$ cat src/rtl/instr_init_loader_pkg.sv
// Shared types and defaults for the instruction RAM init loader.
// The optional checksum feature is selected by INSTR_INIT_CHECKSUM_EN.
package instr_init_loader_pkg;

  localparam int WORD_W             = 9;
  localparam int DEF_INITWIDTH      = 12;
  localparam int DEF_INITLEN        = 2048;
  localparam int DEF_TOWIDTH        = 16;
  localparam int DEF_TIMEOUT_CYCLES = 65535;

  typedef logic [WORD_W-1:0] word_t;

  typedef enum logic [2:0] {
    ST_IDLE,
    ST_LOAD,
    ST_DRAIN,
    ST_DONE,
    ST_ERR
  } state_t;

endpackage

$ cat src/rtl/instr_init_loader_if.sv
// Boot-source handshake plus RAM init write port of the loader.
// master = boot source / RAM side, slave = the loader itself.
interface instr_init_loader_if
  import instr_init_loader_pkg::*;
#(
  parameter int INITWIDTH = DEF_INITWIDTH
) ();

  logic                 START;
  logic                 SRC_VALID;
  word_t                SRC_DATA;
  logic                 SRC_READY;
  logic [INITWIDTH-1:0] INITADDR;
  word_t                INITDATA;
  logic                 INITDATVAL;
  logic                 INITDONE;
  logic                 BUSY;
  logic                 ERROR;

  modport master (
    output START, SRC_VALID, SRC_DATA,
    input  SRC_READY, INITADDR, INITDATA, INITDATVAL, INITDONE, BUSY, ERROR
  );

  modport slave (
    input  START, SRC_VALID, SRC_DATA,
    output SRC_READY, INITADDR, INITDATA, INITDATVAL, INITDONE, BUSY, ERROR
  );

endinterface

$ cat src/rtl/instr_init_stall_timer.sv
// Counts consecutive stalled LOAD cycles; flags expiry on the stalled cycle
// in which the count has already reached TIMEOUT_CYCLES-1.
module instr_init_stall_timer #(
  parameter int TOWIDTH        = 16,
  parameter int TIMEOUT_CYCLES = 65535
) (
  input  logic CLK,
  input  logic RESET,
  input  logic i_clear,
  input  logic i_stall,
  output logic o_expire
);

  localparam logic [TOWIDTH-1:0] LIMIT = TOWIDTH'(TIMEOUT_CYCLES - 1);

  logic [TOWIDTH-1:0] r_count;

  // NOTE: sequential state uses non-blocking assignments so every register
  // samples the pre-edge values of its neighbours.
  always_ff @(posedge CLK) begin
    if (RESET || i_clear) begin
      r_count <= '0;
    end else if (i_stall && (r_count != LIMIT)) begin
      r_count <= r_count + TOWIDTH'(1);
    end
  end

  assign o_expire = i_stall && (r_count == LIMIT);

endmodule

$ cat src/rtl/instr_init_loader.sv
// Loads INITLEN 9-bit words from a valid/ready source into the instruction RAM
// init port. Define INSTR_INIT_CHECKSUM_EN to require a trailing checksum word.
module instr_init_loader
  import instr_init_loader_pkg::*;
#(
  parameter int INITWIDTH      = DEF_INITWIDTH,
  parameter int INITLEN        = DEF_INITLEN,
  parameter int TOWIDTH        = DEF_TOWIDTH,
  parameter int TIMEOUT_CYCLES = DEF_TIMEOUT_CYCLES
) (
  input  logic CLK,
  input  logic RESET,
  instr_init_loader_if.slave bus
);

  localparam logic [INITWIDTH-1:0] LAST_ADDR = INITWIDTH'(INITLEN - 1);

  state_t               r_state;
  logic [INITWIDTH-1:0] r_count;
  logic [INITWIDTH-1:0] r_addr;
  word_t                r_data;
  logic                 r_datval;
  logic                 r_done;
  logic                 r_busy;
  logic                 r_error;

  logic w_ready;
  logic w_hs;
  logic w_last;
  logic w_stall;
  logic w_start_ok;
  logic w_clear;
  logic w_expire;
  logic w_ck_word;
  logic w_sum_ok;

  assign w_ready    = (r_state == ST_LOAD);
  assign w_hs       = w_ready && bus.SRC_VALID;
  assign w_last     = (r_count == LAST_ADDR);
  assign w_stall    = w_ready && !bus.SRC_VALID;
  assign w_start_ok = bus.START &&
                      ((r_state == ST_IDLE) || (r_state == ST_DONE) || (r_state == ST_ERR));
  assign w_clear    = w_start_ok || w_hs;

  instr_init_stall_timer #(
    .TOWIDTH       (TOWIDTH),
    .TIMEOUT_CYCLES(TIMEOUT_CYCLES)
  ) u_stall_timer (
    .CLK     (CLK),
    .RESET   (RESET),
    .i_clear (w_clear),
    .i_stall (w_stall),
    .o_expire(w_expire)
  );

`ifdef INSTR_INIT_CHECKSUM_EN
  localparam bit CK_EN = 1'b1;

  word_t r_sum;
  logic  r_ck_phase;
  logic  r_sum_ok;

  // The word accepted after the last data word is the checksum, never written.
  always_ff @(posedge CLK) begin
    if (RESET || w_start_ok) begin
      r_sum      <= '0;
      r_ck_phase <= 1'b0;
      r_sum_ok   <= 1'b0;
    end else if (w_hs) begin
      if (r_ck_phase) begin
        r_sum_ok <= (r_sum == bus.SRC_DATA);
      end else begin
        r_sum <= r_sum + bus.SRC_DATA;
        if (w_last) r_ck_phase <= 1'b1;
      end
    end
  end

  assign w_ck_word = r_ck_phase;
  assign w_sum_ok  = r_sum_ok;
`else
  localparam bit CK_EN = 1'b0;

  assign w_ck_word = 1'b0;
  assign w_sum_ok  = 1'b1;
`endif

  always_ff @(posedge CLK) begin
    if (RESET) begin
      r_state  <= ST_IDLE;
      r_count  <= '0;
      r_addr   <= '0;
      r_data   <= '0;
      r_datval <= 1'b0;
      r_done   <= 1'b0;
      r_busy   <= 1'b0;
      r_error  <= 1'b0;
    end else begin
      r_datval <= 1'b0;
      case (r_state)
        ST_IDLE, ST_DONE, ST_ERR: begin
          if (bus.START) begin
            r_state <= ST_LOAD;
            r_count <= '0;
            r_busy  <= 1'b1;
            r_done  <= 1'b0;
            r_error <= 1'b0;
          end
        end
        ST_LOAD: begin
          if (w_expire) begin
            r_state <= ST_ERR;
            r_busy  <= 1'b0;
            r_error <= 1'b1;
          end else if (w_hs) begin
            if (w_ck_word) begin
              r_state <= ST_DRAIN;
            end else begin
              r_addr   <= r_count;
              r_data   <= bus.SRC_DATA;
              r_datval <= 1'b1;
              // Count parks on the last address so INITADDR never wraps.
              if (!w_last)     r_count <= r_count + INITWIDTH'(1);
              else if (!CK_EN) r_state <= ST_DRAIN;
            end
          end
        end
        ST_DRAIN: begin
          r_busy <= 1'b0;
          if (w_sum_ok) begin
            r_state <= ST_DONE;
            r_done  <= 1'b1;
          end else begin
            r_state <= ST_ERR;
            r_error <= 1'b1;
          end
        end
        default: r_state <= ST_IDLE;
      endcase
    end
  end

  assign bus.SRC_READY  = w_ready;
  assign bus.INITADDR   = r_addr;
  assign bus.INITDATA   = r_data;
  assign bus.INITDATVAL = r_datval;
  assign bus.INITDONE   = r_done;
  assign bus.BUSY       = r_busy;
  assign bus.ERROR      = r_error;

endmodule
$ cat src/flat_wrapper.sv
// flat-port wrapper written by rule: the top's interface ports become plain ports
module instr_init_loader_flat import instr_init_loader_pkg::*;
#(
  parameter int INITWIDTH      = DEF_INITWIDTH,
  parameter int INITLEN        = DEF_INITLEN,
  parameter int TOWIDTH        = DEF_TOWIDTH,
  parameter int TIMEOUT_CYCLES = DEF_TIMEOUT_CYCLES
)
  (CLK, RESET, bus_START, bus_SRC_VALID, bus_SRC_DATA, bus_SRC_READY, bus_INITADDR, bus_INITDATA, bus_INITDATVAL, bus_INITDONE, bus_BUSY, bus_ERROR);
  instr_init_loader_if #(.INITWIDTH(INITWIDTH)) bus_i ();
  input  logic CLK;
  input  logic RESET;
  input wire logic [$bits(bus_i.START)-1:0] bus_START;
  input wire logic [$bits(bus_i.SRC_VALID)-1:0] bus_SRC_VALID;
  input wire logic [$bits(bus_i.SRC_DATA)-1:0] bus_SRC_DATA;
  output wire logic [$bits(bus_i.SRC_READY)-1:0] bus_SRC_READY;
  output wire logic [$bits(bus_i.INITADDR)-1:0] bus_INITADDR;
  output wire logic [$bits(bus_i.INITDATA)-1:0] bus_INITDATA;
  output wire logic [$bits(bus_i.INITDATVAL)-1:0] bus_INITDATVAL;
  output wire logic [$bits(bus_i.INITDONE)-1:0] bus_INITDONE;
  output wire logic [$bits(bus_i.BUSY)-1:0] bus_BUSY;
  output wire logic [$bits(bus_i.ERROR)-1:0] bus_ERROR;
  assign bus_i.START = bus_START;
  assign bus_i.SRC_VALID = bus_SRC_VALID;
  assign bus_i.SRC_DATA = bus_SRC_DATA;
  assign bus_SRC_READY = bus_i.SRC_READY;
  assign bus_INITADDR = bus_i.INITADDR;
  assign bus_INITDATA = bus_i.INITDATA;
  assign bus_INITDATVAL = bus_i.INITDATVAL;
  assign bus_INITDONE = bus_i.INITDONE;
  assign bus_BUSY = bus_i.BUSY;
  assign bus_ERROR = bus_i.ERROR;
  instr_init_loader #(.INITWIDTH(INITWIDTH), .INITLEN(INITLEN), .TOWIDTH(TOWIDTH), .TIMEOUT_CYCLES(TIMEOUT_CYCLES)) u_core (.CLK(CLK), .RESET(RESET), .bus(bus_i));
endmodule
$ cat config.mk
export PLATFORM = sky130hd
export DESIGN_NAME = instr_init_loader_flat
export DESIGN_NICKNAME = d
export VERILOG_FILES = /design/src/rtl/instr_init_loader_pkg.sv /design/src/rtl/instr_init_loader_if.sv /design/src/rtl/instr_init_stall_timer.sv /design/src/rtl/instr_init_loader.sv /design/src/flat_wrapper.sv
export SDC_FILE = /design/constraint.sdc
export NUM_CORES = 1
export LEC_CHECK = 0
export CORE_ASPECT_RATIO = 1.75
export CORE_MARGIN = 4
export CORE_UTILIZATION = 45
export DETAILED_ROUTE_END_ITERATION = 6
export PLACE_DENSITY = 0.68
export SETUP_SLACK_MARGIN = 0.5
export SLEW_MARGIN = 10
export SYNTH_ARGS = -nofsm -noshare
export SYNTH_HDL_FRONTEND = slang
export SYNTH_SLANG_ARGS = --single-unit
export TNS_END_PERCENT = 50
$ cat constraint.sdc
create_clock -name CLK -period 2.2 [get_ports CLK]
set_input_delay 0.33 -clock CLK [delete_from_list [all_inputs] [get_ports CLK]]
set_output_delay 0.33 -clock CLK [all_outputs]
set_load 0.01 [all_outputs]
== Yosys cells after proc, flatten, opt, wreduce, memory -nomap -nowiden ==
Cells that the tools add are included.

* Reductions and logical operators: 22
* Muxes and demuxes: 18
* Equality and inequality tests: 14
* Add/subtract/negate cells: 2
* Bitwise logic cells: 2

{| class="wikitable"
|+ Operators with widths
! kind !! number
|-
| 12-bit two-way mux || 4
|-
| 12-bit case mux with 2 select lines || 1
|-
| 16-bit by 1-bit adder with 16-bit output, second input constant || 1
|-
| 16-bit == test, second input constant || 1
|-
| 16-bit != test, second input constant || 1
|-
| 12-bit by 1-bit adder with 12-bit output, second input constant || 1
|-
| 12-bit by 11-bit == test with 1-bit output, second input constant || 1
|-
| 3-bit two-way mux || 4
|-
| 3-bit AND reduction || 4
|-
| 2-bit != test, second input constant || 5
|-
| 3-bit case mux with 3 select lines || 1
|-
| 3-bit by 2-bit == test with 1-bit output, second input constant || 2
|-
| 3-bit != test, second input constant || 2
|-
| 3-bit OR reduction || 2
|-
| 1-bit logical AND || 5
|-
| 1-bit two-way mux || 5
|-
| 5-bit AND reduction || 1
|-
| 1-bit logical OR || 4
|-
| 1-bit case mux with 2 select lines || 2
|-
| 2-bit nonzero test || 2
|-
| 3-bit by 1-bit == test with 1-bit output, second input constant || 1
|-
| 3-bit == test, second input constant || 1
|-
| 3-bit logical NOT || 1
|-
| 1-bit case mux with 3 select lines || 1
|-
| 4 further kinds || 5
|}

* Logic and storage cells: 67
* Flip-flop bits (word level): 56
* Output and inout port bits: 26

== Longest topological paths before layout ==
* Word-level depth: 6
* Gate-level depth with buffers: 8
* Mapped depth without buffers: 6

== Hierarchy ==
From an unflattened synthesis, not the netlist that was laid out.

* Cells, all modules: 337
* Area, all modules: 2693.8 µm²

{| class="wikitable"
|+ By module, submodules not included
! module !! sequential area each (µm²) !! area each (µm²) !! cells an instance !! times used
|-
| instr_init_loader || 800.8 || 1816.7 || 241 || 1
|-
| instr_init_stall_timer || 320.3 || 877.1 || 96 || 1
|}

== Worst setup path after synthesis ==
No wires, ideal clock.

* Kind: flip-flop to flip-flop
* Start point: register u_core.r_count[0]
* End point: register u_core.r_state[0]
* Required time: 2072 ps
* Cell stages (with the launch flop): 7
* Arrival: 1663 ps
* Clock period less this slack: 1791 ps
* Buffers on the path: 1
* Path slack: 409 ps
* Library setup time: 128 ps
* Path through: dfxtp_1 > ha_1 > nand4_1 > nor3_2 > clkbuf_1 > mux2_2 > o22ai_1

* Word-level cells in the longest chain between the ends: 3

{| class="wikitable"
|+ RTL lines
! what !! RTL line !! text
|-
| from (decl) || instr_init_loader.sv:19 || <nowiki>logic [INITWIDTH-1:0] r_count;</nowiki>
|-
| from (signal assigned) || instr_init_loader.sv:123 || <nowiki>if (!w_last) r_count <= r_count + INITWIDTH'(1);</nowiki>
|-
| 12-bit by 11-bit == test with 1-bit output || instr_init_loader.sv:39 || <nowiki>assign w_last = (r_count == LAST_ADDR);</nowiki>
|-
| 3-bit != test (no line) || - ||
|-
| 3-bit AND reduction (no line) || - ||
|-
| to (signal assigned) || instr_init_loader.sv:90 || <nowiki>r_state <= ST_IDLE;</nowiki>
|-
| to (signal assigned) || instr_init_loader.sv:103 || <nowiki>r_state <= ST_LOAD;</nowiki>
|-
| to (signal assigned) || instr_init_loader.sv:112 || <nowiki>r_state <= ST_ERR;</nowiki>
|-
| to (decl) || instr_init_loader.sv:18 || <nowiki>state_t r_state;</nowiki>
|}

Every way passes these cells.
A chain may end at the register's enable or synchronous reset.

== Worst setup path in the final report ==
* Start point: register u_core.r_state[2]
* End point: register u_core.u_stall_timer.r_count[11]

* Word-level cells in the longest chain between the ends: 6
* Elaborated cells between the ends (all ways): 12
* Classes of those cells: 3 x eq/ne; 9 x reduce/logical

{| class="wikitable"
|+ RTL lines
! what !! RTL line !! text
|-
| 3-bit by 2-bit == test with 1-bit output / 3-bit logical NOT (equally long branches) || instr_init_loader.sv:42 || <nowiki>((r_state == ST_IDLE) || (r_state == ST_DONE) || (r_state == ST_ERR));</nowiki>
|-
| 1-bit logical OR (2 in series) || instr_init_loader.sv:42 ||
|-
| 1-bit logical AND || instr_init_loader.sv:41 || <nowiki>assign w_start_ok = bus.START &&</nowiki>
|-
| 1-bit logical OR || instr_init_loader.sv:43 || <nowiki>assign w_clear = w_start_ok || w_hs;</nowiki>
|-
| 1-bit logical OR || instr_init_stall_timer.sv:21 || <nowiki>if (RESET || i_clear) begin</nowiki>
|-
| to (signal assigned) || instr_init_stall_timer.sv:24 || <nowiki>r_count <= r_count + TOWIDTH'(1);</nowiki>
|-
| to (decl) || instr_init_stall_timer.sv:16 || <nowiki>logic [TOWIDTH-1:0] r_count;</nowiki>
|}

Parallel ways exist; a longest one is shown, timed or not.

==> results.toml <==
[outcome]
status = "completed"

[floorplan]
fp.dieW_um = 65.6
core_um2 = 5590
die_area_um2 = 7130
fp.dieH_um = 109
fp-row-count = 36
io_pins = 39
start_util_pct = 46.7

[sta]
worstMarginPinSlew_ps = 470
finalCriticalPeriod_ps = 1710
finalCritPeriodShare_pct = 77.6
fmax_mhz = 585
maxSlewHeadroom_pct = 68.4
fin_skew_ps = 10.0
setup_viol = 0
rsz0062_at_grt = "true"
slew_violations = 0
fin_setup_tns_ps = 0
hold_viol_final = 0

[routing]
drtIter0Drc = 159
ant_nets = 0
wl_per_cell_um = 14.4
drt-pass1-iter-count = 4
drt-total-wl_mm = 6.57
viasPerCell = 5.63
drc = 0
vias = 2572

[power]
power.internal_w = 0.00140
power_w = 0.00184
power_frac_seq_pct = 56.2
power.leakage_nw = 1.13
vdd_drop_max_mv = 0.391
p_clk_share_pct = 31.0
switching_power_w = 0.000445
pwr-share-comb_pct = 12.7
swShare_pct = 24.2
power.density_nw_per_um2 = 530

[critical_path]
crit_required_ps = 2440
path_cells = "nor3b_4 > buf_6 > nand4_1 > buf_6 > or4_1 > a21oi_2"
ff2ff_setup_slack_ps = 490
end_kind = "flip-flop"
start_kind = "flip-flop"
critPathMaxStageDelay_ps = 490
crit_slowest_cell = "or4_1"
crit_top_cell = "buf_6"
critPathMaxFanout = 7
path_class = "reg -> reg"
arrival_ps = 1950

[yosys]
synth_edf_count = 0
syn_area_um2 = 2610
yosys_most_used_dff = "dfxtp_1"
synth_nets = 337
synth_area_leaders = "dfxtp_1 (43%), nand2_1 (9.2%), a21oi_1 (8.6%)"
yosysTopAreaCellShare_pct = 43.0
netlist_instances = 321
ys_seq_area_share_pct = 43.0
avgSynthCellArea_um2 = 8.13
synth.distinct_cells = 46
ys_seq_elements = 56
synth.largest_area_cell = "dfxtp_1"
synthArstFlopShare_pct = 0
ys_warn_count = 0

[global_routing]
gr-total-overflow = 0
grt_pass1_wl_mm = 11.3
grt_max_degree = 29
grt_pass1_vias = 2387
globalRouteTotalUtil_pct = 19.9
antenna_found_initial = 0

[clock_tree]
cts-htree-levels = 2
clk_pin_slew_ps = 100
cts_root_buffer = "clkbuf_8"
cts.sinks = 56
clk_latency_ps = 310
numCtsBuffers = 5
cts_tree = "yes"
clk_path_buf_depth = 2

[placed_design]
gp_congestion = 0.772
numPortBuffers = 38
place_area_um2 = 3170
hpwl_mm = 4.53

[final_layout]
fillCellCount = 534
synthToLayoutAreaGrowth_pct = 33.3
final_util_pct = 62.3
register_area_um2 = 1150
final_cell_area_um2 = 3480
insertedDiodeCount = 0
multi_input_area_um2 = 1470
nets = 396
drive_gt1_share_pct = 19.7

[hold_path]
holdCritPathClass = "reg -> reg"

[run]
max-cap-violations = 0
==> flip-flops by register name, summed over array words and instances (netlist names) <==
signal / count
u_core.u_stall_timer.r_count: 16
u_core.bus.INITADDR: 12
u_core.r_count: 12
u_core.bus.INITDATA: 9
u_core.r_state: 3
u_core.bus.BUSY: 1
u_core.bus.ERROR: 1
u_core.bus.INITDATVAL: 1
u_core.bus.INITDONE: 1
==> worst max-delay path, delay by kind of cell (launching register included) <==
| family | cells | cell delay [ps] |
|---|---|---|
| AND/OR/NAND/NOR | 3 | 820 |
| flip-flops | 1 | 390 |
| AO/OA/AOI/OAI | 1 | 130 |
| buffers and inverters | 2 | 300 |
==> cell usage after synthesis (all sizes together), types with 6 or more instances <==
cell type and count:
nand2 64, dfxtp 56, a21oi 45, clkbuf 14, or4 12, o21ai 11, o31ai 10, or3 10
nand3 9, nand4 9, nor2 8, buf 7, nor4 7, inv 6
==> area by class of cell <==
class	instances	share of cell area, %
Clock buffer	8	2.59
Inverter	6	0.647
Multi-Input combinational cell	238	42.4
Sequential cell	56	33.1
Tap cell	76	2.73
Timing Repair Buffer	73	18.6
==> path summary, 6_finish.rpt <==
kind | to | start | cells after the start
setup / recovery | u_core.u_stall_timer.r_count[11] | u_core.r_state[2] | 6
hold / removal | u_core.bus.INITADDR[3] | u_core.bus.INITADDR[3] | 2
setup reg to reg | u_core.u_stall_timer.r_count[11] | u_core.r_state[2] | 6
hold reg to reg | u_core.bus.INITADDR[3] | u_core.bus.INITADDR[3] | 2
==> repair_timing <==
| item | in CTS | in global routing |
|---|---|---|
| hold buffers | 0 | 0 |
| gates cloned | 1 | 0 |
| endpoints found under the setup margin | 28 | 28 |
| pin swaps | 7 | 11 |
| resized for setup | 25 | 17 |
| setup buffers | 11 | 2 |
==> per-stage QoR <==
stage	std cells	hold slack, ps	setup WS (ps)
detailed placement	435	446	-14.5
CTS	455	460	390
floorplan	321	443	484
global route	457	476	383
finish	457	457	492
global placement	435	441	77.8
==> metal layers <==
| metal | routed length [um] | global-route usage, % | share of wire (%) | up-vias |
|---|---|---|---|---|
| met5 | 0 | 0 | 0 | - |
| li1 | - | - | - | 1294 |
| met1 | 2650 | 22.7 | 40 | 1206 |
| met4 | 168 | 8.31 | 2.6 | 0 |
| met3 | 218 | 3.30 | 3.3 | 13 |
| met2 | 3530 | 36.0 | 54 | 59 |
==> cells in the final DEF (no fill, tap or decap), types with 4 or more instances in the layout <==
master,instances
nor2_1,8
o31ai_1,10
dfxtp_4,6
nand2_1,61
mux2i_1,4
or4_1,10
o21ai_0,10
nor4_1,5
clkbuf_8,6
nand2b_1,4
o21a_1,4
a21oi_1,41
clkdlybuf4s50_1,36
dfxtp_1,44
or3_1,8
buf_4,30
o211ai_1,4
nand4_1,8
a21oi_2,4
inv_1,6
nand3_1,9
dfxtp_2,6
==> cell families (layout without fill, tap and decap cells) <==
family	count (synthesis)	after routing	synth area share, %
adder cells (fa/ha/maj)	3	3	1.44
XOR/XNOR	1	1	0.336
buffers and inverters	27	87	4.27
flip-flops	56	56	43.0
AND/OR/NAND/NOR	143	143	29.6
multiplexers	5	5	1.97
AO/OA/AOI/OAI	86	86	19.5
==> power groups by stage <==
stage / Combinational (W) / Sequential (W) / Clock [W]
5_1_grt: 0.000260 / 0.00104 / 0.000631
2_1_floorplan: 0.0000988 / 0.00107 / 0
6_report: 0.000235 / 0.00104 / 0.000572
3_5_place_dp: 0.000211 / 0.00106 / 0
3_3_place_gp: 0.000209 / 0.00106 / 0
4_1_cts: 0.000225 / 0.00104 / 0.000593
No activity file was read; power rests on OpenSTA's default activity.
